### config.mk
export PLATFORM = sky130hd
export DESIGN_NAME = rom_burst_arbiter
export DESIGN_NICKNAME = d
export VERILOG_FILES = /design/src/rtl/rom_burst_arbiter.sv
export SDC_FILE = /design/constraint.sdc
export NUM_CORES = 1
export LEC_CHECK = 0
export BUFFER_PORTS_ARGS = -buffer_cell sky130_fd_sc_hd__buf_4
export CAP_MARGIN = 5
export CORE_MARGIN = 2
export CORE_UTILIZATION = 30
export CTS_BUF_LIST = sky130_fd_sc_hd__clkbuf_8 sky130_fd_sc_hd__clkbuf_16
export DETAILED_ROUTE_END_ITERATION = 8
export REMOVE_ABC_BUFFERS = 1
export SLEW_MARGIN = 15
export SYNTH_ARGS = -nofsm -noshare
export SYNTH_HDL_FRONTEND = slang
export SYNTH_SLANG_ARGS = --single-unit
### constraint.sdc
create_clock -name clk -period 2.2 [get_ports clk]
set_input_delay 0.44 -clock clk [delete_from_list [all_inputs] [get_ports clk]]
set_output_delay 0.44 -clock clk [all_outputs]
set_load 0.005 [all_outputs]
### src/rtl/rom_burst_arbiter.sv
// rom_burst_arbiter
//   Shares one synchronous block ROM (1-cycle read latency) between two
//   requesters. Each request is a start address plus a burst length
//   (words-1). Bursts are granted round-robin, run to completion, and
//   issue sequential addresses that wrap at the top of the ROM. Read data
//   comes back with a per-requester valid strobe and a last-word flag.
//
// Ports
//   clk, rst                    clock, async active-high reset
//   reqN_valid/addr/len         burst request from requester N
//   reqN_ready                  request N accepted this cycle (valid&ready)
//   rom_en, rom_addr            ROM read port, owned exclusively here
//   rom_dout                    ROM registered read data
//   respN_valid                 resp_data belongs to requester N
//   resp_data                   returned word (straight from rom_dout)
//   resp_last                   final word of the current burst
//
// state  | meaning
// -------+------------------------------------------------------------
// IDLE   | no burst in flight; combinational grant to one requester
// BURST  | rom_en high, one address per cycle until counter reaches 0
module rom_burst_arbiter #(
  parameter int ADDR_W = 6,
  parameter int DATA_W = 20,
  parameter int LEN_W  = 4
) (
  input  logic              clk,
  input  logic              rst,
  input  logic              req0_valid,
  input  logic [ADDR_W-1:0] req0_addr,
  input  logic [LEN_W-1:0]  req0_len,
  output logic              req0_ready,
  input  logic              req1_valid,
  input  logic [ADDR_W-1:0] req1_addr,
  input  logic [LEN_W-1:0]  req1_len,
  output logic              req1_ready,
  output logic              rom_en,
  output logic [ADDR_W-1:0] rom_addr,
  input  logic [DATA_W-1:0] rom_dout,
  output logic              resp0_valid,
  output logic              resp1_valid,
  output logic [DATA_W-1:0] resp_data,
  output logic              resp_last
);

  typedef enum logic {S_IDLE = 1'b0, S_BURST = 1'b1} state_e;

  state_e            state_q, state_d;
  logic              prio_q, prio_d;    // 0: requester 0 wins a tie
  logic              owner_q, owner_d;
  logic [ADDR_W-1:0] addr_q, addr_d;
  logic [LEN_W-1:0]  cnt_q, cnt_d;      // words remaining after this one
  logic              resp0_q, resp1_q, last_q;
  logic              burst_final;

  // State register
  always_ff @(posedge clk or posedge rst) begin
    if (rst) begin
      state_q <= S_IDLE;
      prio_q  <= 1'b0;
      owner_q <= 1'b0;
      addr_q  <= '0;
      cnt_q   <= '0;
    end else begin
      state_q <= state_d;
      prio_q  <= prio_d;
      owner_q <= owner_d;
      addr_q  <= addr_d;
      cnt_q   <= cnt_d;
    end
  end

  // Next-state logic
  always_comb begin
    state_d = state_q;
    prio_d  = prio_q;
    owner_d = owner_q;
    addr_d  = addr_q;
    cnt_d   = cnt_q;
    case (state_q)
      S_IDLE: begin
        if (req0_ready || req1_ready) begin
          state_d = S_BURST;
          owner_d = req1_ready;
          addr_d  = req1_ready ? req1_addr : req0_addr;
          cnt_d   = req1_ready ? req1_len  : req0_len;
          prio_d  = ~req1_ready;
        end
      end
      S_BURST: begin
        if (cnt_q == '0) begin
          // address is left untouched so rom_addr holds its last value
          state_d = S_IDLE;
        end else begin
          cnt_d  = cnt_q - 1'b1;
          addr_d = addr_q + 1'b1;
        end
      end
      default: state_d = S_IDLE;
    endcase
  end

  // Output logic
  always_comb begin
    req0_ready = 1'b0;
    req1_ready = 1'b0;
    rom_en     = 1'b0;
    if (state_q == S_IDLE && !rst) begin
      if (req0_valid && (!req1_valid || !prio_q)) req0_ready = 1'b1;
      else if (req1_valid)                        req1_ready = 1'b1;
    end
    if (state_q == S_BURST) rom_en = 1'b1;
  end

  assign burst_final = (state_q == S_BURST) && (cnt_q == '0);

  // Response strobes track the ROM's one-cycle read latency
  always_ff @(posedge clk or posedge rst) begin
    if (rst) begin
      resp0_q <= 1'b0;
      resp1_q <= 1'b0;
      last_q  <= 1'b0;
    end else begin
      resp0_q <= rom_en & ~owner_q;
      resp1_q <= rom_en &  owner_q;
      last_q  <= burst_final;
    end
  end

  assign rom_addr    = addr_q;
  assign resp0_valid = resp0_q;
  assign resp1_valid = resp1_q;
  assign resp_last   = last_q;
  assign resp_data   = rom_dout;

endmodule

======== Word level (Yosys, flattened, before mapping) ========
Cells that the tools add are included.
W data, S select, Z words.
storage, ports and cells
  register bits after elaboration ......... 16
  input bits .............................. 44
cells by class
  add/subtract/negate cells ............... 2
  equal/unequal tests ..................... 2
  muxes and demuxes ....................... 17
  bitwise operators ....................... 5
  reductions and logical operators ........ 11
operators by type and width
  kind                   count
  $mux W6                3
  $mux W4                3
  $pmux W6 S2            1
  $mux W1                8
  $pmux W4 S2            1
  $add A6 B1 Y6 const B  1
  $logic_not A4 Y1       1
  $ne A2 B2 Y1 const B   2
  $reduce_and A2 Y1      2
  $sub A4 B1 Y4 const B  1
  $logic_and A1 B1 Y1    3
  $logic_not A1 Y1       3
  $not A1 Y1             3
  $and A1 B1 Y1          2
  $logic_or A1 B1 Y1     2
  $pmux W1 S2            1

======== Logic depth before layout (Yosys ltp) ========
  word-level depth ........................ 8
  mapped depth ............................ 7
  mapped depth without buffers ............ 6

======== Least setup slack after synthesis ========
OpenSTA, ideal clock, no wires.
  path type ............................... reg-to-reg
  start ................................... register cnt_q[0]
  end ..................................... register cnt_q[1]
  library setup time ...................... 0.140 ns
  data arrival time ....................... 1.341 ns
  data required time ...................... 2.060 ns
  slack ................................... 0.719 ns
  stages on the path, launching flop included .. 8
  path buffers ............................ 1
  cell sequence ........................... dfrtp_1 > inv_1 > ha_1 > nor3b_4 > o22ai_2 > buf_6 > o21ai_0 > a21oi_1
between the ends
  longest elaborated chain between the ends .. 3
  elaborated cells between the ends (all ways) .. 6
RTL lines
  what                                               line    text
  start, declared                                    52      logic [LEN_W-1:0] cnt_q, cnt_d;
  start signal, assigned                             69      cnt_q <= cnt_d;
  $sub A4 B1 Y4 or $logic_not A4 Y1 (tied branches)  95, 91
  $mux W4 or $ne A2 B2 Y1 (tied branches)            -
  $pmux W4 S2 or $reduce_and A2 Y1 (tied branches)   -
Several ways; a longest one is shown, not always the timed one. The select of a mux whose other input is x is not followed.
A chain may end at the register's enable or synchronous reset.

======== Worst setup path in the final report ========
  start ................................... register state_q
  end ..................................... output req1_ready
between the ends
  longest elaborated chain between the ends .. 3
RTL lines
  what                         line  text
  start, declared              48    state_e state_q, state_d;
  start signal, assigned       65    state_q <= state_d;
  $not A1 Y1 (no source line)  -
  $logic_and A1 B1 Y1          108   if (state_q == S_IDLE && !rst) begin
  $mux W1                      108
  end, declared                36    output logic req1_ready,
Every way passes these cells.

==> impl_metrics.tcl <==
set metrics [dict create \
    p_leak_uw 0.000671 \
    place.gp.congestion 0.685 \
    wirelength_um 2880 \
    setup_viol 0 \
    cts_sinks 16 \
    grt_pass1_vias 879 \
    row_count 21 \
    post-dp-hpwl_um 2210 \
    arrival_ps 1400 \
    yosysMostFrequentCell "buf_4" \
    tns_ps 0 \
    clock_latency_ps 250 \
    fmax_mhz 544 \
    io_pins 76 \
    cts_setup_buffers 0 \
    synth.distinct_cells 27 \
    p_comb_share_pct 48.2 \
    mappedNetlistArea_um2 1090 \
    p_int_uw 999 \
    endpoint "req1_ready" \
    fp.dieW_um 64.4 \
    crit_slowest_cell "dfrtp_1" \
    num-fill-cells 373 \
    crit_chain "nor2_1 > nand3_1 > inv_1 > buf_4" \
    overflow 0 \
    worstSetupPathDepth 4 \
    drt_first_pass_iters 4 \
    remaining_drc_errors 0 \
    synthFlopType "dfrtp_1" \
    slowest_delay_ps 390 \
    initialDrtViolationCount 35 \
    syn_area_per_cell_um2 9.60 \
    route.met2.wl_um 1160 \
    power.share.clock_pct 16.6 \
    synth_edf_count 0 \
    rsz0062_at_grt "false" \
    yosys_register_bits 16 \
    path_max_fanout 5 \
    cts-resized-gates 0 \
    crit_path_start_kind "flip-flop" \
    total_power_uw 1620 \
    wl_met3_um 350 \
    clk_path_buf_depth 2 \
    core_um2 3420 \
    required_ps 1760 \
    fin_area_um2 1310 \
    r2r_slack_ps 480 \
    routed.top_layer "met4" \
    setup_slack_ps 360 \
    status "finished clean" \
    postRouteAntennaNets 0 \
    dieArea_um2 4150 \
    path_delay_family "simple AND/OR/NAND/NOR gates" \
    initial_utilization_pct 32.1 \
    vias 891 \
    slew_headroom_pct 56.3 \
    post-place-ws_ps 344 \
    crit_start "state_q$_DFF_PP0_" \
    cts_inserted_buffers 3 \
    grt_max_degree 17 \
    cts_root_buffer "clkbuf_8" \
    drive_gt1_share_pct 35.6 \
    yosys_warnings 0 \
    post_dp_cell_area_um2 1250 \
    final_util_pct 38.3 \
    synthArstFlopShare_pct 100 \
    switchingPower_uw 617 \
    nNetsFinal 180 \
    period_needed_ps 1840 \
    finalCritPeriodShare_pct 83.6 \
    numPortBuffers 35 \
    area_growth_pct 19.5 \
    fin_skew_ps 4.52 \
    grt.total_usage_pct 15.4 \
    power_density_nw_per_um2 1230 \
    ys_seq_area_share_pct 36.6 \
    synth_top_area_cell "dfrtp_1" \
    n_antenna_cell 0 \
    wl_per_cell_um 16.2 \
    critPathBufInv 2 \
    yosys-top-cells-count "20 x buf_4, 16 x dfrtp_1, 10 x a21oi_1, 10 x mux2i_1, 9 x nor2_1" \
    irDropWorstVdd_v 0.000516 \
    worst_slew_pin_slew_ps 654 \
    hp-class "in -> async" \
    critPathCaptureType "primary output" \
    maxSlewViolCount 0 \
    ff2ff_path_depth 6 \
    grt_pass1_wl_um 4650 \
    drt-vias-per-instance 5.01 \
    synth_area_leaders "dfrtp_1 37%, buf_4 14%, mux2i_1 9.1%" \
    p_sw_share_pct 38.2 \
    path_clk_slew_ps 70 \
    m1WireLength_um 1350 \
    synthDominantCellAreaShare_pct 36.6 \
    r2r_start "cnt_q[0]$_DFFE_PP0P_" \
    h-tree-depth 1 \
    netlist_instances 114 \
    drv_cap 0 \
    antenna_found_initial 0 \
    critPathKind "reg -> out" \
    die_h_um 64.4 \
    postCtsHoldBufs 0 \
    worst_r2r_endpoint "cnt_q[1]$_DFFE_PP0P_" \
    hold_violations 0 \
    cts_tree "built" \
    sequentialPowerShare_pct 35.2 \
]
-- worst register-to-register path: stages (launching register included) --
cell and delay [ps]:
dfrtp_1 390, inv_1 100, ha_1 150, nor3b_4 340
o22ai_2 290, o21ai_0 250, a21oi_1 60
-- flip-flops by register name (all words and copies together) (netlist names) --
signal       cells
rom_addr         6
cnt_q            4
owner_q          1
prio_q           1
resp0_valid      1
resp1_valid      1
resp_last        1
state_q          1
-- cells by family (layout without fill, tap and decap cells) --
family | count (synthesis) | in the layout | share of synthesized area (%)
DFF | 16 | 16 | 36.6
muxes | 10 | 10 | 9.14
buffers and inverters | 28 | 46 | 17.8
xor gates and xnor gates | 2 | 2 | 1.60
AOI/OAI and AO/OA | 24 | 24 | 16.0
and+or+nand+nor | 31 | 31 | 15.4
adders and majority gates | 3 | 3 | 3.43
-- routing by layer --
metal,GRT usage [%],vias to the layer above
li1,-,417
met1,22.9,428
met2,16.7,44
met3,10.2,2
met4,3.99,0
met5,5.56,-
-- how the worst min path moves through the flow --
stage | endpoint | slack [ps] | cells after the start
after floorplan | cnt_q[0]$_DFFE_PP0P_ | 350 | 1
after global placement | resp0_valid$_DFF_PP0_ | 460 | 1
after detailed placement | resp0_valid$_DFF_PP0_ | 450 | 1
after CTS | cnt_q[0]$_DFFE_PP0P_ | 300 | 2
after global routing | state_q$_DFF_PP0_ | 350 | 2
final | rom_addr[0]$_DFFE_PP0P_ | 290 | 2
-- through the flow --
stage	hold slack [ps]	cells
final	291	178
after global routing	350	178
after CTS	304	178
after detailed placement	450	174
after global placement	458	174
after floorplan	354	91
-- placed cells by master (no fill, tap or decap), drive strengths merged --
master / netlist / routed
xnor2: 2 / 2
nand2b: 2 / 2
or2: 1 / 1
nand3b: 2 / 2
and2: 3 / 3
buf: 23 / 37
nand2: 5 / 5
clkbuf: 0 / 4
o21ai: 4 / 4
inv: 5 / 5
a211oi: 3 / 3
and4: 1 / 1
nor3: 4 / 4
a21oi: 10 / 10
nor2: 10 / 10
nand3: 2 / 2
mux2i: 10 / 10
o31a: 1 / 1
nor3b: 1 / 1
o22ai: 1 / 1
ha: 3 / 3
dfrtp: 16 / 16
a221oi: 4 / 4
a21o: 1 / 1
-- area by class of cell --
cell class	instances	area (um2)	area share, %
Multi-Input combinational cell	70	499	38.1
Inverter	5	18.8	1.43
Timing Repair Buffer	37	278	21.2
Clock buffer	4	55.1	4.21
Sequential cell	16	400	30.6
Tap cell	46	57.6	4.40
-- power by group through the flow --
stage / registers [uW] / logic (uW) / clock network (uW)
floorplan: 575 / 476 / 0
global placement: 573 / 764 / 0
detailed placement: 572 / 789 / 0
CTS: 569 / 789 / 275
global route: 594 / 878 / 290
finish: 569 / 778 / 268
Note: power is estimated with default switching activity, not from simulation.
